<file path="config.mk">
export PLATFORM = sky130hd
export DESIGN_NAME = instr_encoder
export DESIGN_NICKNAME = d
export VERILOG_FILES = /design/src/rtl/instr_encoder_pkg.sv /design/src/rtl/instr_pack.sv /design/src/rtl/instr_encoder.sv
export SDC_FILE = /design/constraint.sdc
export NUM_CORES = 1
export LEC_CHECK = 0
export BUFFER_PORTS_ARGS = -buffer_cell sky130_fd_sc_hd__buf_2
export CAP_MARGIN = 20
export CORE_MARGIN = 2
export CORE_UTILIZATION = 30
export CTS_CLUSTER_DIAMETER = 60
export DETAILED_ROUTE_END_ITERATION = 8
export REMOVE_ABC_BUFFERS = 1
export SLEW_MARGIN = 20
export SYNTH_ARGS = -nofsm -noshare
export SYNTH_HDL_FRONTEND = slang
export SYNTH_HIERARCHICAL = 1
export SYNTH_SLANG_ARGS = --single-unit
</file>
<file path="constraint.sdc">
create_clock -name clk -period 2.39 [get_ports clk]
set_input_delay 0.3585 -clock clk [delete_from_list [all_inputs] [get_ports clk]]
set_output_delay 0.3585 -clock clk [all_outputs]
set_load 0.02 [all_outputs]
</file>
<file path="src/rtl/instr_encoder_pkg.sv">
// Shared RV32I encoding constants: format codes, major opcodes and encoder FSM states.
// Keeps the encoder and decoder in agreement on bit-level encodings.
package instr_encoder_pkg;

  typedef enum logic [2:0] {
    FmtR = 3'd0,
    FmtI = 3'd1,
    FmtS = 3'd2,
    FmtB = 3'd3,
    FmtJ = 3'd4
  } fmt_e;

  localparam logic [6:0] OpR = 7'b0110011;
  localparam logic [6:0] OpI = 7'b0010011;
  localparam logic [6:0] OpS = 7'b0100011;
  localparam logic [6:0] OpB = 7'b1100011;
  localparam logic [6:0] OpJ = 7'b1101111;

  localparam logic [31:0] InstrNop = 32'h0000_0013;

  typedef enum logic [1:0] {
    StIdle,
    StLoad,
    StDrain
  } state_e;

  // True when v, read as a signed value, is representable in 'bits' two's-complement bits.
  function automatic logic fits_signed(input logic [31:0] v, input int unsigned bits);
    int lim;
    lim = 1 << (bits - 1);
    return ($signed(v) >= -lim) && ($signed(v) < lim);
  endfunction

endpackage

</file>
<file path="src/rtl/instr_pack.sv">
// Combinational RV32I field packer: fmt + fields -> 32-bit word, illegal-fmt and range flags.
// Optional immediate checking is enabled by defining INSTR_ENC_RANGE_CHECK_EN.
module instr_pack
  import instr_encoder_pkg::*;
(
  input  logic [2:0]  i_fmt,
  input  logic [2:0]  i_funct3,
  input  logic [6:0]  i_funct7,
  input  logic [4:0]  i_rd,
  input  logic [4:0]  i_rs1,
  input  logic [4:0]  i_rs2,
  input  logic [31:0] i_imm,
  output logic [31:0] o_word,
  output logic        o_illegal,
  output logic        o_range_err
);

  always_comb begin
    o_word    = InstrNop;
    o_illegal = 1'b0;
    case (i_fmt)
      FmtR: o_word = {i_funct7, i_rs2, i_rs1, i_funct3, i_rd, OpR};
      FmtI: o_word = {i_imm[11:0], i_rs1, i_funct3, i_rd, OpI};
      FmtS: o_word = {i_imm[11:5], i_rs2, i_rs1, i_funct3, i_imm[4:0], OpS};
      FmtB: o_word = {i_imm[12], i_imm[10:5], i_rs2, i_rs1, i_funct3, i_imm[4:1], i_imm[11], OpB};
      FmtJ: o_word = {i_imm[20], i_imm[10:1], i_imm[11], i_imm[19:12], i_rd, OpJ};
      default: o_illegal = 1'b1;
    endcase
  end

`ifdef INSTR_ENC_RANGE_CHECK_EN
  always_comb begin
    o_range_err = 1'b0;
    case (i_fmt)
      FmtI, FmtS: o_range_err = !fits_signed(i_imm, 12);
      FmtB:       o_range_err = !fits_signed(i_imm, 13) || i_imm[0];
      FmtJ:       o_range_err = !fits_signed(i_imm, 21) || i_imm[0];
      default:    o_range_err = 1'b0;
    endcase
  end
`else
  logic w_unused_imm_hi;
  assign w_unused_imm_hi = ^i_imm[31:21];
  assign o_range_err     = 1'b0;
`endif

endmodule

</file>
<file path="src/rtl/instr_encoder.sv">
// Streaming RV32I encoder / imem loader: fields in over valid/ready, packed words out to imem.
// Immediate range checking (err[1]) exists only when INSTR_ENC_RANGE_CHECK_EN is defined.
module instr_encoder
  import instr_encoder_pkg::*;
#(
  parameter int unsigned ADDR_W = 32,
  parameter int unsigned CNT_W  = 16
) (
  input  logic              clk,
  input  logic              rst_n,
  input  logic              i_start,
  input  logic [ADDR_W-1:0] i_base_addr,
  input  logic              i_in_valid,
  output logic              o_in_ready,
  input  logic              i_in_last,
  input  logic [2:0]        i_in_fmt,
  input  logic [2:0]        i_in_funct3,
  input  logic [6:0]        i_in_funct7,
  input  logic [4:0]        i_in_rd,
  input  logic [4:0]        i_in_rs1,
  input  logic [4:0]        i_in_rs2,
  input  logic [31:0]       i_in_imm,
  output logic              o_imem_we,
  input  logic              i_imem_ready,
  output logic [ADDR_W-1:0] o_imem_addr,
  output logic [31:0]       o_imem_wdata,
  output logic              o_busy,
  output logic              o_done,
  output logic [CNT_W-1:0]  o_words,
  output logic [1:0]        o_err
);

  state_e            r_state;
  logic              r_we;
  logic [ADDR_W-1:0] r_addr;
  logic [31:0]       r_wdata;
  logic [CNT_W-1:0]  r_words;
  logic [1:0]        r_err;
  logic              r_done;

  logic [31:0] w_word;
  logic        w_illegal;
  logic        w_range;
  logic        w_in_acc;
  logic        w_wr_acc;
  logic        w_unused_base;

  assign w_unused_base = ^i_base_addr[1:0];

  instr_pack u_pack (
    .i_fmt       (i_in_fmt),
    .i_funct3    (i_in_funct3),
    .i_funct7    (i_in_funct7),
    .i_rd        (i_in_rd),
    .i_rs1       (i_in_rs1),
    .i_rs2       (i_in_rs2),
    .i_imm       (i_in_imm),
    .o_word      (w_word),
    .o_illegal   (w_illegal),
    .o_range_err (w_range)
  );

  // A new field may enter in the same cycle the held word drains, so there is no bubble.
  assign o_in_ready = (r_state == StLoad) && (!r_we || i_imem_ready);
  assign w_in_acc   = i_in_valid && o_in_ready;
  assign w_wr_acc   = r_we && i_imem_ready;

  always_ff @(posedge clk or negedge rst_n) begin
    if (!rst_n) begin
      r_state <= StIdle;
      r_we    <= 1'b0;
      r_addr  <= '0;
      r_wdata <= '0;
      r_words <= '0;
      r_err   <= '0;
      r_done  <= 1'b0;
    end else begin
      r_done <= 1'b0;
      if (w_wr_acc) begin
        r_addr <= r_addr + ADDR_W'(4);
        if (r_words != '1) r_words <= r_words + CNT_W'(1);
      end
      case (r_state)
        StIdle: begin
          if (i_start) begin
            r_state <= StLoad;
            r_addr  <= {i_base_addr[ADDR_W-1:2], 2'b00};
            r_words <= '0;
            r_err   <= '0;
          end
        end
        StLoad: begin
          if (w_in_acc) begin
            r_we    <= 1'b1;
            r_wdata <= w_word;
            r_err   <= r_err | {w_range, w_illegal};
            if (i_in_last) r_state <= StDrain;
          end else if (w_wr_acc) begin
            r_we <= 1'b0;
          end
        end
        StDrain: begin
          if (w_wr_acc) begin
            r_we    <= 1'b0;
            r_state <= StIdle;
            r_done  <= 1'b1;
          end
        end
        default: r_state <= StIdle;
      endcase
    end
  end

  assign o_imem_we    = r_we;
  assign o_imem_addr  = r_addr;
  assign o_imem_wdata = r_wdata;
  assign o_busy       = (r_state != StIdle);
  assign o_done       = r_done;
  assign o_words      = r_words;
  assign o_err        = r_err;

endmodule

</file>
==> flow_metrics.env <==
export IMPL_hold_end="o_imem_addr[7]$_DFF_PN0_"
export IMPL_cap_violations=0
export IMPL_synth_area_um2=4748
export IMPL_seq_area_um2=2102
export IMPL_finalHoldViolations=0
export IMPL_dp_slack_ps=69.15
export IMPL_hold_start="i_base_addr[7]"
export IMPL_ys_types=56
export IMPL_cts_tree="done"
export IMPL_path_clk_slew_ps=60
export IMPL_antenna_found_initial=0
export IMPL_synth_seq_cells=84
export IMPL_crit_arrival_ps=2400
export IMPL_routabilityCongestion=0.8338
export IMPL_fin_nets=756
export IMPL_worstHoldPathCells=3
export IMPL_slew_headroom_pct=53.78
export IMPL_crit_type="reg2reg"
export IMPL_fin_crit_sh_pct=89.41
export IMPL_wl_per_cell_um=14.89
export IMPL_period_needed_ps=2137
export IMPL_fmax_mhz=468.0
export IMPL_synth_compound_area_share_pct=17.65
export IMPL_synth_mux_area_share_pct=10.59
export IMPL_cts_root_buf="clkbuf_16"
export IMPL_rsz0062_at_grt="no"
export IMPL_worst_ep_required_time_ps=2650
export IMPL_yosys_area_share_simple_pct=17.84
export IMPL_synth_edff_count=0
export IMPL_swShare_pct=40.99
export IMPL_multi_input_area_um2=2414
export IMPL_synth_ff_type="dfrtp_1"
export IMPL_synthXorXnorAreaFrac_pct=2.582
export IMPL_worstMarginPinSlew_ps=684.6
export IMPL_gr_total_overflow=0
export IMPL_die_w_um=129.8
export IMPL_wl_um=12920
export IMPL_die_h_um=129.8
export IMPL_grt_pass1_vias=4303
export IMPL_syn_inst=489
export IMPL_boundaryPins=184
export IMPL_cp_start_kind="flip-flop"
export IMPL_numPortBuffers=168
export IMPL_setup_ws_ps=253.2
export IMPL_postLayoutCoreUtil_pct=40.08
export IMPL_grt_max_degree=45
export IMPL_postCtsSetupBuffers=0
export IMPL_diodes=0
export IMPL_rows=45
export IMPL_net_switching_power_w=0.002768
export IMPL_ant_nets=0
export IMPL_r2r_setup_slack_ps=250
export IMPL_remaining_drc_errors=0
export IMPL_drive_gt1_share_pct=36.83
export IMPL_finalSetupViolCount=0
export IMPL_synth_warning_count=6
export IMPL_area_delta_synth_final_pct=29.28
export IMPL_core_um2=15310
export IMPL_hpwl_um=9272
export IMPL_critical_path_max_fanout=16
export IMPL_die_area_um2=16850
export IMPL_clock_sinks=84
export IMPL_r2r_cells=5
export IMPL_clock_skew_ps=4.955
export IMPL_nFillCells=1560
export IMPL_p_seq_share_pct=36.2
export IMPL_cp_end_kind="flip-flop"
export IMPL_syn_area_per_cell_um2=9.710
export IMPL_htreeDepth=3
export IMPL_status="finished clean"
export IMPL_synth_fa_ha_area_share_pct=1.581
export IMPL_cellPowerDensity_nw_per_um2=1100
export IMPL_grt_pass1_wl_um=20650
export IMPL_synthArstFlopShare_pct=100.0
export IMPL_ir_drop_uv=518.8
export IMPL_grtUsageTotal_pct=15.31
export IMPL_hold_path_class="in2reg"
export IMPL_routed_via_density=5.205
export IMPL_initial_core_util_pct=31.00
export IMPL_maxSlewViolCount=0
export IMPL_p_int_w=0.003986
export IMPL_worstReg2RegStart="o_imem_addr[2]$_DFF_PN0_"
export IMPL_p_leak_nw=2.758
export IMPL_timing_rr_end="o_imem_addr[26]$_DFF_PN0_"
export IMPL_drt_first_pass_iters=5
export IMPL_setup_tns_ps=0
export IMPL_p_comb_share_pct=42.7
export IMPL_clockBufferDepth=2
export IMPL_synth_top_family_by_area="simple AND/OR/NAND/NOR gates"
export IMPL_drt_first_iter_violations=203
export IMPL_ys_seq_area_share_pct=44.27
export IMPL_clk_latency_ps=340
export IMPL_cts_buffers=9
export IMPL_vias=4518
export IMPL_pwr_share_clk_pct=21.0
[cell families after synthesis]
group | count (synthesis)
compound gates | 132
xor+xnor | 14
fa+ha+maj | 6
buf+inv | 51
flops | 84
mux | 46
other cells | 3
simple gates | 153
[power by group through the flow]
| stage | clock network (W) | registers, W | logic, W |
|---|---|---|---|
| finish | 0.00142 | 0.00245 | 0.00289 |
| global route | 0.00153 | 0.00254 | 0.00317 |
| CTS | 0.00148 | 0.00245 | 0.00292 |
| detailed placement | 0 | 0.00247 | 0.00291 |
| global placement | 0 | 0.00242 | 0.00288 |
| floorplan | 0 | 0.00306 | 0.00117 |
[placed cells by master, fill, tap and decap left out, types with 12 or more instances in the layout]
| cell | n |
|---|---|
| buf_4 | 14 |
| a31oi_1 | 19 |
| mux2_2 | 34 |
| nand3_1 | 15 |
| or3_1 | 13 |
| o21ai_0 | 31 |
| nand2_1 | 35 |
| buf_2 | 167 |
| mux2i_1 | 12 |
| inv_1 | 16 |
| or4_1 | 12 |
| a21oi_1 | 29 |
| dfrtp_1 | 84 |
| nor2_1 | 23 |
[metal layers]
| metal | part of all wire [%] | global-route usage [%] | routed length [um] | up-vias |
|---|---|---|---|---|
| li1 | - | - | - | 2149 |
| met1 | 43 | 19.40 | 5545 | 2177 |
| met2 | 47 | 25.07 | 6108 | 175 |
| met3 | 8.2 | 4.551 | 1061 | 17 |
| met4 | 1.6 | 5.123 | 206 | 0 |
| met5 | 0 | 0 | 0 | - |
[what timing repair did]
action,4_1_cts,5_1_grt
setup endpoints to repair,0,6
hold buffers,1,0
hold endpoints to repair,8,0
resized for setup,0,2
[worst max-delay path, stage by stage (launching register included)]
cell	delay [ps]
dfrtp_1	360
ha_1	220
nand3_4	120
or4_4	660
or4_1	540
a31oi_1	170
[synth_stat cells, types with 7 or more instances]
master	count	area, um^2
dfrtp_1	84	2102
nor3_1	8	40.04
buf_4	7	52.55
xnor2_1	11	96.34
buf_2	7	35.03
nor4_1	8	50.05
a31oi_1	19	118.9
o31ai_1	10	75.07
inv_1	16	60.06
nand4_1	10	62.56
or4_1	14	105.1
a22oi_1	8	60.06
nand3_1	15	75.07
a21oi_1	29	145.1
o21ai_0	31	155.2
clkbuf_1	17	63.81
a22o_1	8	70.07
or3_1	13	81.33
nor2_1	23	86.33
mux2i_1	12	120.1
mux2_2	34	382.9
nand2_1	35	131.4
[per-stage QoR]
stage | hold slack, ps | instances | cell area, um^2 | total power [W]
after floorplan | 62.91 | 457 | 4571 | 0.004232
after global placement | 201.2 | 851 | 5817 | 0.005305
after detailed placement | 202.0 | 851 | 5817 | 0.005385
after CTS | 199.3 | 868 | 6131 | 0.006852
after global routing | 212.1 | 868 | 6138 | 0.007237
final | 220.2 | 868 | 6138 | 0.006754
[sequential cells by signal (all words and copies together) (netlist names)]
signal / flops
o_imem_wdata: 32
o_imem_we: 1
o_imem_addr: 30
o_err: 2
o_done: 1
o_words: 16
r_state: 2
[worst max-delay path by stage]
| stage | from | endpoint | slack (ps) | cells after the start |
|---|---|---|---|---|
| 6_report | o_imem_addr[2]$_DFF_PN0_ | o_imem_addr[26]$_DFF_PN0_ | 250 | 5 |
| 5_1_grt | o_imem_addr[3]$_DFF_PN0_ | o_imem_addr[28]$_DFF_PN0_ | 140 | 5 |
| 4_1_cts | o_imem_addr[2]$_DFF_PN0_ | o_imem_addr[26]$_DFF_PN0_ | 60 | 5 |
| 3_5_place_dp | o_imem_addr[3]$_DFF_PN0_ | o_imem_addr[30]$_DFF_PN0_ | 70 | 5 |
| 3_3_place_gp | o_imem_addr[2]$_DFF_PN0_ | o_imem_addr[26]$_DFF_PN0_ | 130 | 5 |
| 2_1_floorplan | o_imem_addr[2]$_DFF_PN0_ | o_imem_addr[30]$_DFF_PN0_ | 60 | 5 |
[cell type report]
type	instances	area share, %
clock buffer	12	4.179
clock inverter	4	0.7746
inverter	17	1.040
multi-input combinational	356	39.32
sequential	84	34.24
tap	211	4.301
timing repair buffer	184	16.14
No activity file was read; power rests on OpenSTA's default activity.
